File: src/rtl/ms_sched_pkg.sv
// Shared types and helpers for the multi-stream pick scheduler.
// Holds the FSM state encoding, an elaboration-time clog2 and the round-robin pointer advance.
package ms_sched_pkg;

  typedef enum logic {
    IDLE  = 1'b0,
    GRANT = 1'b1
  } sched_state_t;

  // Index width for a stream count; never narrower than one bit.
  function automatic int clog2(input int value);
    int result;
    int v;
    result = 0;
    v = value - 1;
    while (v > 0) begin
      result = result + 1;
      v = v >> 1;
    end
    return (result < 1) ? 1 : result;
  endfunction

  function automatic int rr_next(input int idx, input int flux);
    return (idx >= flux - 1) ? 0 : idx + 1;
  endfunction

endpackage

File: src/rtl/ms_rr_arbiter.sv
// Combinational round-robin search: first asserted request at or after rr_ptr, wrapping modulo FLUX.
module ms_rr_arbiter
  import ms_sched_pkg::*;
#(
  parameter int FLUX = 2,
  parameter int IDXW = clog2(FLUX)
) (
  input  logic [FLUX-1:0] req,
  input  logic [IDXW-1:0] rr_ptr,
  output logic [IDXW-1:0] gnt_idx,
  output logic            gnt_any
);

  localparam logic [IDXW:0] FLUX_W = (IDXW + 1)'(FLUX);

  always_comb begin
    logic [IDXW:0] idx;
    idx     = '0;
    gnt_idx = '0;
    gnt_any = 1'b0;
    for (int k = 0; k < FLUX; k++) begin
      idx = {1'b0, rr_ptr} + (IDXW + 1)'(k);
      if (idx >= FLUX_W) begin
        idx = idx - FLUX_W;
      end
      if (!gnt_any && req[idx[IDXW-1:0]]) begin
        gnt_any = 1'b1;
        gnt_idx = idx[IDXW-1:0];
      end
    end
  end

endmodule

File: src/rtl/ms_pick_scheduler.sv
// Read-side scheduler sharing one FIFO read port among FLUX streams with round-robin bursts.
// Optional per-stream forwarded-token counters are enabled with `MS_SCHED_STATS_EN.
module ms_pick_scheduler
  import ms_sched_pkg::*;
#(
  parameter int WIDTH = 8,
  parameter int FLUX  = 2,
`ifdef MS_SCHED_STATS_EN
  parameter int CW    = 16,
`endif
  parameter int BW    = 4,
  localparam int IDXW = clog2(FLUX)
) (
  input  logic             ck,
  input  logic             rst,
  input  logic [FLUX-1:0]  fifo_empty,
  output logic [FLUX-1:0]  fifo_rd,
  input  logic [WIDTH-1:0] fifo_data,
  input  logic [BW-1:0]    burst_len,
  output logic             out_wr,
  output logic [WIDTH-1:0] out_data,
  output logic [IDXW-1:0]  out_flux,
  input  logic             out_full,
  output logic             busy
`ifdef MS_SCHED_STATS_EN
  ,
  output logic [FLUX*CW-1:0] tok_cnt
`endif
);

  sched_state_t    state;
  sched_state_t    state_nxt;
  logic [IDXW-1:0] rr_ptr;
  logic [IDXW-1:0] gnt_q;
  logic [IDXW-1:0] arb_idx;
  logic            arb_any;
  logic [BW-1:0]   limit_q;
  logic [BW-1:0]   cnt;
  logic            out_valid;
  logic            sel_empty;
  logic            rd_en;
  logic            last_rd;

  ms_rr_arbiter #(
    .FLUX (FLUX),
    .IDXW (IDXW)
  ) u_arb (
    .req     (~fifo_empty),
    .rr_ptr  (rr_ptr),
    .gnt_idx (arb_idx),
    .gnt_any (arb_any)
  );

  // A read needs data in the granted stream and room in the output register (or a drain this cycle).
  assign sel_empty = fifo_empty[gnt_q];
  assign rd_en     = (state == GRANT) && !sel_empty && (!out_valid || !out_full);
  assign last_rd   = rd_en && ((cnt + BW'(1)) == limit_q);

  always_ff @(posedge ck or posedge rst) begin
    if (rst) begin
      state <= IDLE;
    end else begin
      state <= state_nxt;
    end
  end

  always_comb begin
    state_nxt = state;
    case (state)
      IDLE:    if (arb_any) state_nxt = GRANT;
      GRANT:   if (last_rd || sel_empty) state_nxt = IDLE;
      default: state_nxt = IDLE;
    endcase
  end

  always_comb begin
    fifo_rd = '0;
    if (rd_en) begin
      fifo_rd[gnt_q] = 1'b1;
    end
    busy   = (state == GRANT);
    out_wr = out_valid && !out_full;
  end

  // Grant bookkeeping: index and burst limit latched on entry, counted only on real reads.
  always_ff @(posedge ck or posedge rst) begin
    if (rst) begin
      rr_ptr  <= '0;
      gnt_q   <= '0;
      limit_q <= '0;
      cnt     <= '0;
    end else if (state == IDLE) begin
      if (arb_any) begin
        gnt_q   <= arb_idx;
        limit_q <= (burst_len == '0) ? BW'(1) : burst_len;
        cnt     <= '0;
      end
    end else begin
      if (last_rd || sel_empty) begin
        rr_ptr <= IDXW'(rr_next(int'(gnt_q), FLUX));
        cnt    <= '0;
      end else if (rd_en) begin
        cnt <= cnt + BW'(1);
      end
    end
  end

  // A capture in the same cycle as a drain overwrites the register and keeps it valid.
  always_ff @(posedge ck or posedge rst) begin
    if (rst) begin
      out_valid <= 1'b0;
      out_data  <= '0;
      out_flux  <= '0;
    end else if (rd_en) begin
      out_valid <= 1'b1;
      out_data  <= fifo_data;
      out_flux  <= gnt_q;
    end else if (out_wr) begin
      out_valid <= 1'b0;
    end
  end

`ifdef MS_SCHED_STATS_EN
  always_ff @(posedge ck or posedge rst) begin
    if (rst) begin
      tok_cnt <= '0;
    end else begin
      for (int i = 0; i < FLUX; i++) begin
        if (out_wr && (out_flux == IDXW'(i))) begin
          tok_cnt[i*CW +: CW] <= tok_cnt[i*CW +: CW] + CW'(1);
        end
      end
    end
  end
`endif

endmodule
File: config.mk
export PLATFORM = sky130hd
export DESIGN_NAME = ms_pick_scheduler
export DESIGN_NICKNAME = d
export VERILOG_FILES = /design/src/rtl/ms_sched_pkg.sv /design/src/rtl/ms_rr_arbiter.sv /design/src/rtl/ms_pick_scheduler.sv
export SDC_FILE = /design/constraint.sdc
export NUM_CORES = 1
export LEC_CHECK = 0
export CORE_ASPECT_RATIO = 0.8
export CORE_MARGIN = 8
export CORE_UTILIZATION = 45
export DETAILED_ROUTE_END_ITERATION = 10
export GPL_TIMING_DRIVEN = 0
export MAX_ROUTING_LAYER = met4
export PLACE_DENSITY = 0.81
export SLEW_MARGIN = 20
export SYNTH_ARGS = -nofsm -noshare
export SYNTH_HDL_FRONTEND = slang
export SYNTH_SLANG_ARGS = --single-unit
File: constraint.sdc
create_clock -name ck -period 2.4 [get_ports ck]
set_clock_uncertainty 0.2 [all_clocks]
set_input_delay 0.36 -clock ck [delete_from_list [all_inputs] [get_ports ck]]
set_output_delay 0.36 -clock ck [all_outputs]
set_load 0.02 [all_outputs]
Yosys cells after proc, flatten, opt, wreduce, memory -nomap -nowiden
Cells that the tools add are included.

Add/subtract/negate cells: 5. Bitwise operators: 2. Reduce and logical (&&, ||, !) cells: 18. Eq/ne operators: 2. Multiplexer cells: 26. Magnitude comparators: 7.

Operator list (count): 4-bit two-way mux (5); 1-bit two-way mux (18); 1-bit logical AND (6); 1-bit by 2-bit less-than comparator with 1-bit output (second input constant) (3); 2-bit AND reduction (3); 4-bit by 1-bit adder with 4-bit output (second input constant) (1); 4-bit equality test (1); 1-bit zero test (4); 4-bit zero test (1); 2-bit nonzero test (2); 3-bit by 1-bit inequality test with 1-bit output (second input constant) (1); 1-bit by 1-bit adder with 2-bit output (second input constant) (1); 1-bit >= comparator (second input constant) (2); 1-bit by 2-bit >= comparator with 1-bit output (second input constant) (1); 2-bit >= comparator (second input constant) (1); 1-bit logical OR (2); 2-bit two-way mux (1); 2-bit inverter (1); 1-bit one-hot mux with 2 select lines (1); 1-bit subtractor (second input constant) (2); 1-bit adder (second input constant) (1); 1-bit demux with 1-bit select (1); 1-bit inverter (1).

Input bits: 17. Register bits after elaboration: 21. Word-level logic and storage cells: 68. Output and inout port bits: 13.

Logic depth before layout (Yosys ltp)
Depth in word-level cells: 10. Gate-level depth with buffers: 6. Mapped depth without buffers: 6.

Hierarchy
A second synthesis with hierarchy kept.

Cells, all modules: 87. Area, all modules: 1016.0 sq um.

Modules (own cells, without submodules): ms_pick_scheduler (seq. area each 525.5 sq um, area each 998.5 sq um, cells each 84, times used 1); ms_rr_arbiter (seq. area each 0.0 sq um, area each 17.5 sq um, cells each 3, times used 1).

Least setup slack after synthesis
No wires, ideal clock.

Path kind: register to register. Start: register cnt[0]. End: register cnt[3]. Setup slack: 480 ps. Setup time: 122 ps. Arrival: 1598 ps. Path buffers: 0. Period minus slack after synthesis: 1920 ps. Cell stages (with the launch flop): 7. Required time: 2078 ps. Cell sequence: dfrtp_1 > ha_1 > xor2_1 > nor3_2 > a31oi_1 > a21o_1 > a32o_1.

Longest elaborated chain between the ends: 6. Elaborated cells on any way between the ends: 9. Classes of those cells: 1 x add/sub; 2 x eq/ne; 3 x mux; 3 x reduce/logical.

Ends and longest elaborated chain: from (decl) (line ms_pick_scheduler.sv:38) `logic [BW-1:0] cnt;`; from (signal assigned) (line ms_pick_scheduler.sv:103) `cnt <= cnt + BW'(1);`; 4-bit by 1-bit adder with 4-bit output (*) (line ms_pick_scheduler.sv:57, ms_pick_scheduler.sv:103); 4-bit equality test (line ms_pick_scheduler.sv:57) `assign last_rd = rd_en && ((cnt + BW'(1)) == limit_q);`; 1-bit logical AND (line ms_pick_scheduler.sv:57); 1-bit logical OR (line ms_pick_scheduler.sv:99) `if (last_rd || sel_empty) begin`; 3-bit by 1-bit inequality test with 1-bit output (no line) / 4-bit two-way mux (equally long branches); 2-bit AND reduction (no line) / 4-bit two-way mux (equally long branches).

Mark *: on every way between the ends. The rest lies on a longest branch, timed or not. The select of a mux whose other input is x is not followed. A chain may end at the register's enable or synchronous reset.

Final worst setup path
Start: register gnt_q. End: output port fifo_rd[1].

Longest elaborated chain between the ends: 6. Elaborated cells on any way between the ends: 11. Classes of those cells: 2 x order compare; 5 x mux; 4 x reduce/logical.

Ends and longest elaborated chain: from (decl) (line ms_pick_scheduler.sv:34) `logic [IDXW-1:0] gnt_q;`; from (signal assigned) (line ms_pick_scheduler.sv:94) `gnt_q <= arb_idx;`; parallel branches: the longest is 5 deep, another holds 1-bit by 2-bit less-than comparator with 1-bit output; 2-bit two-way mux (*) (line ms_pick_scheduler.sv:78) `if (rd_en) begin`; to (decl) (line ms_pick_scheduler.sv:17) `output logic [FLUX-1:0] fifo_rd,`.

Mark *: on every way between the ends. The select of a mux whose other input is x is not followed.

==> reports/results.txt <==
Outcome: complete, no violations
Arr. time, crit path: 1.74 ns
Total GRT Usage: 13.0%
Row Count: 15
Commonest non-fill, non-tap cell in the layout: clkdlybuf4s50_1
Overflow after GRT: 0
Main area contributors after synthesis: dfrtp_1 (53%), mux2_2 (13%), xnor2_1 (2.7%)
Starting DRT DRC Count: 46
CTS tree: yes
Post-synth cell types: 28
Final-report hold violation count: 0
Peak supply drop: 0.788 mV
P per Cell Area: 1240 mW/mm^2
Setup slack at placement: -0.488 ns
Flop-to-flop setup slack: 0.27 ns
Largest net degree at the start of global routing: 22
First-pass GRT wire length: 3.86 mm
Fin Setup TNS: 0 ns
Clock Tree Buf Depth: 2
Synth Area in Compound Gates: 11.1%
RSZ-0062 raised after global routing: no
Vias: 769
Post-DR vias/cell: 5.34
Antenna violations before repair: 0
Cell taking the most area after synthesis: dfrtp_1
Root Buffer: clkbuf_4
Critical Setup Path Class: register to output port
Syn_nets: 103
Clock Sink Count: 21
PnR worst setup slack: 0.0975 ns
Max cap viols: 0
Synthesized flop and latch total: 21
Setup Viol. Count Final: 0
Routed length per instance: 15.6 um
Adder-cell share of the synthesized area: 1.27%
Post-Syn Area: 985 um^2
H-tree depth: 1
Share of the synthesized area in the top cell type: 53.4%
Synth Area in XOR/XNOR: 5.97%
Antenna Cells: 0
Crit path max fanout: 10
Avg Synthesized Cell Area: 11.6 um^2
Slew Viols, Final: 0
DRT Pass-1 Iters: 4
Sequential-to-total area share from yosys stat: 53.4%
GP Congestion: 0.806
Boundary Pins: 30
Area of the die: 0.00395 mm^2
CP Launch Type: register
Static leakage power: 0.590 nW
Slew HR: 47.3%
Post-CTS Hold Buffers: 0
Crit path required time: 1.84 ns
Core area: 0.00212 mm^2
Syn Inst Count: 85
Area Overhead vs Synth: 37.4%
Critical Path End Type: output port
Hold WC Path Type: input port to register
Final HPWL DP: 1.65 mm
Port bufs: 29
Proportion of synthesized area in mux cells: 13.6%
Num CTS Buffers: 3
YS warnings: 0
DR DRC count: 0
Nets@finish: 138
Fmax: 0.434 GHz
Commonest cells after routing, fill and taps aside: clkdlybuf4s50_1 (25), dfrtp_1 (20), mux2_2 (11)
Die width: 68.3 um
Clk Latency, worst-skew pair: 0.31 ns
Post-route ant nets: 0
Final wirelength: 2.24 mm
Clk pin slew, worst setup/hold paths: 0.12 ns
Final design utilization: 63.8%
Initial Utilization: 46.4%
Die Ht: 57.8 um
Crit path time final: 2.30 ns
Actual slew at the worst max-slew pin: 0.790 ns
Main combinational cell family by area after synthesis: multiplexers
Share of cells above drive strength 1: 19.3%
Final period utilization: 95.9%
Simple-Gate Fraction of Synth Area: 12.8%
Vias in the first global route: 811
==> what timing repair did <==
action                     CTS  global route
setup endpoints to repair    2             2
resized for setup            8             3
setup buffers                1             0
==> where the power goes <==
| part | leakage (nW) | switching, mW | internal, mW |
|---|---|---|---|
| Clock | 0.0139 | 0.111 | 0.0635 |
| Combinational | 0.322 | 0.411 | 0.454 |
| Sequential | 0.254 | 0.121 | 0.513 |
| Total | 0.590 | 0.643 | 1.03 |
==> per-layer routing <==
layer	up-vias	track usage, %	share of wire, %
li1	375	-	-
met1	362	15.8	44
met2	28	19.8	48
met3	4	5.96	7.1
met4	0	1.75	1.4
met5	-	-	0
==> path summary, 6_finish.rpt <==
path / cells past startpoint / from / endpoint
setup / recovery: 5 / gnt_q / fifo_rd[1]
hold / removal: 2 / fifo_empty[1] / gnt_q
setup reg to reg: 5 / cnt[0] / busy
hold reg to reg: 1 / out_flux / out_flux
max in group asynchronous: 2 / rst / gnt_q
min in group asynchronous: 2 / rst / out_data[4]
==> synthesized netlist by cell type <==
cell,instances
o21a_1,1
a32o_1,1
nand2_1,6
o21ai_0,5
nor3_2,1
ha_1,1
buf_4,1
mux2i_1,1
inv_1,3
nand3_1,5
a31oi_1,4
nor2b_1,1
nor3_1,1
a21o_1,2
or2_2,1
a21oi_1,2
xor3_1,1
dfrtp_1,21
xnor2_1,3
mux2_2,11
and2_1,1
a2bb2oi_1,1
xor2_1,1
o31ai_1,1
nand4b_1,1
nand3b_1,1
and3_1,1
nor2_1,6
==> final cells by class <==
class                      count  area (um^2)
tap                           25         31.3
sequential                    21          527
clock buffer                   3         22.5
buffer                         1         11.3
inverter                       3         11.3
multi-input combinational     60          449
clock inverter                 1         7.51
timing repair buffer          30          293
fill                         180          768
==> state kept, by name, indices dropped and copies added, names as in the netlist <==
name,flops
out_data,8
cnt,4
limit_q,4
busy,1
gnt_q,1
out_flux,1
out_valid,1
rr_ptr,1
==> cells by family after synthesis <==
kind of cell,count (synthesis)
muxes,12
buffers and inverters,4
xor gates and xnor gates,5
DFF,21
and+or+nand+nor,25
adders and majority gates,1
AOI/OAI and AO/OA,17
==> worst max-delay path, stage by stage (launching register included) <==
cell	delay (ns)
dfrtp_2	0.44
mux2i_2	0.28
and3_4	0.24
buf_6	0.15
and2_1	0.15
buf_2	0.17
==> stage by stage <==
step	hold slack, ns	instances	instance area [um^2]	total power, mW
4_1_cts	0.300	144	1350	1.68
3_3_place_gp	0.261	139	1310	1.45
5_1_grt	0.233	144	1350	1.79
2_1_floorplan	0.137	85	985	1.15
3_5_place_dp	0.269	139	1310	1.48
6_report	0.203	144	1350	1.67
(Power assumes the default switching activity.)
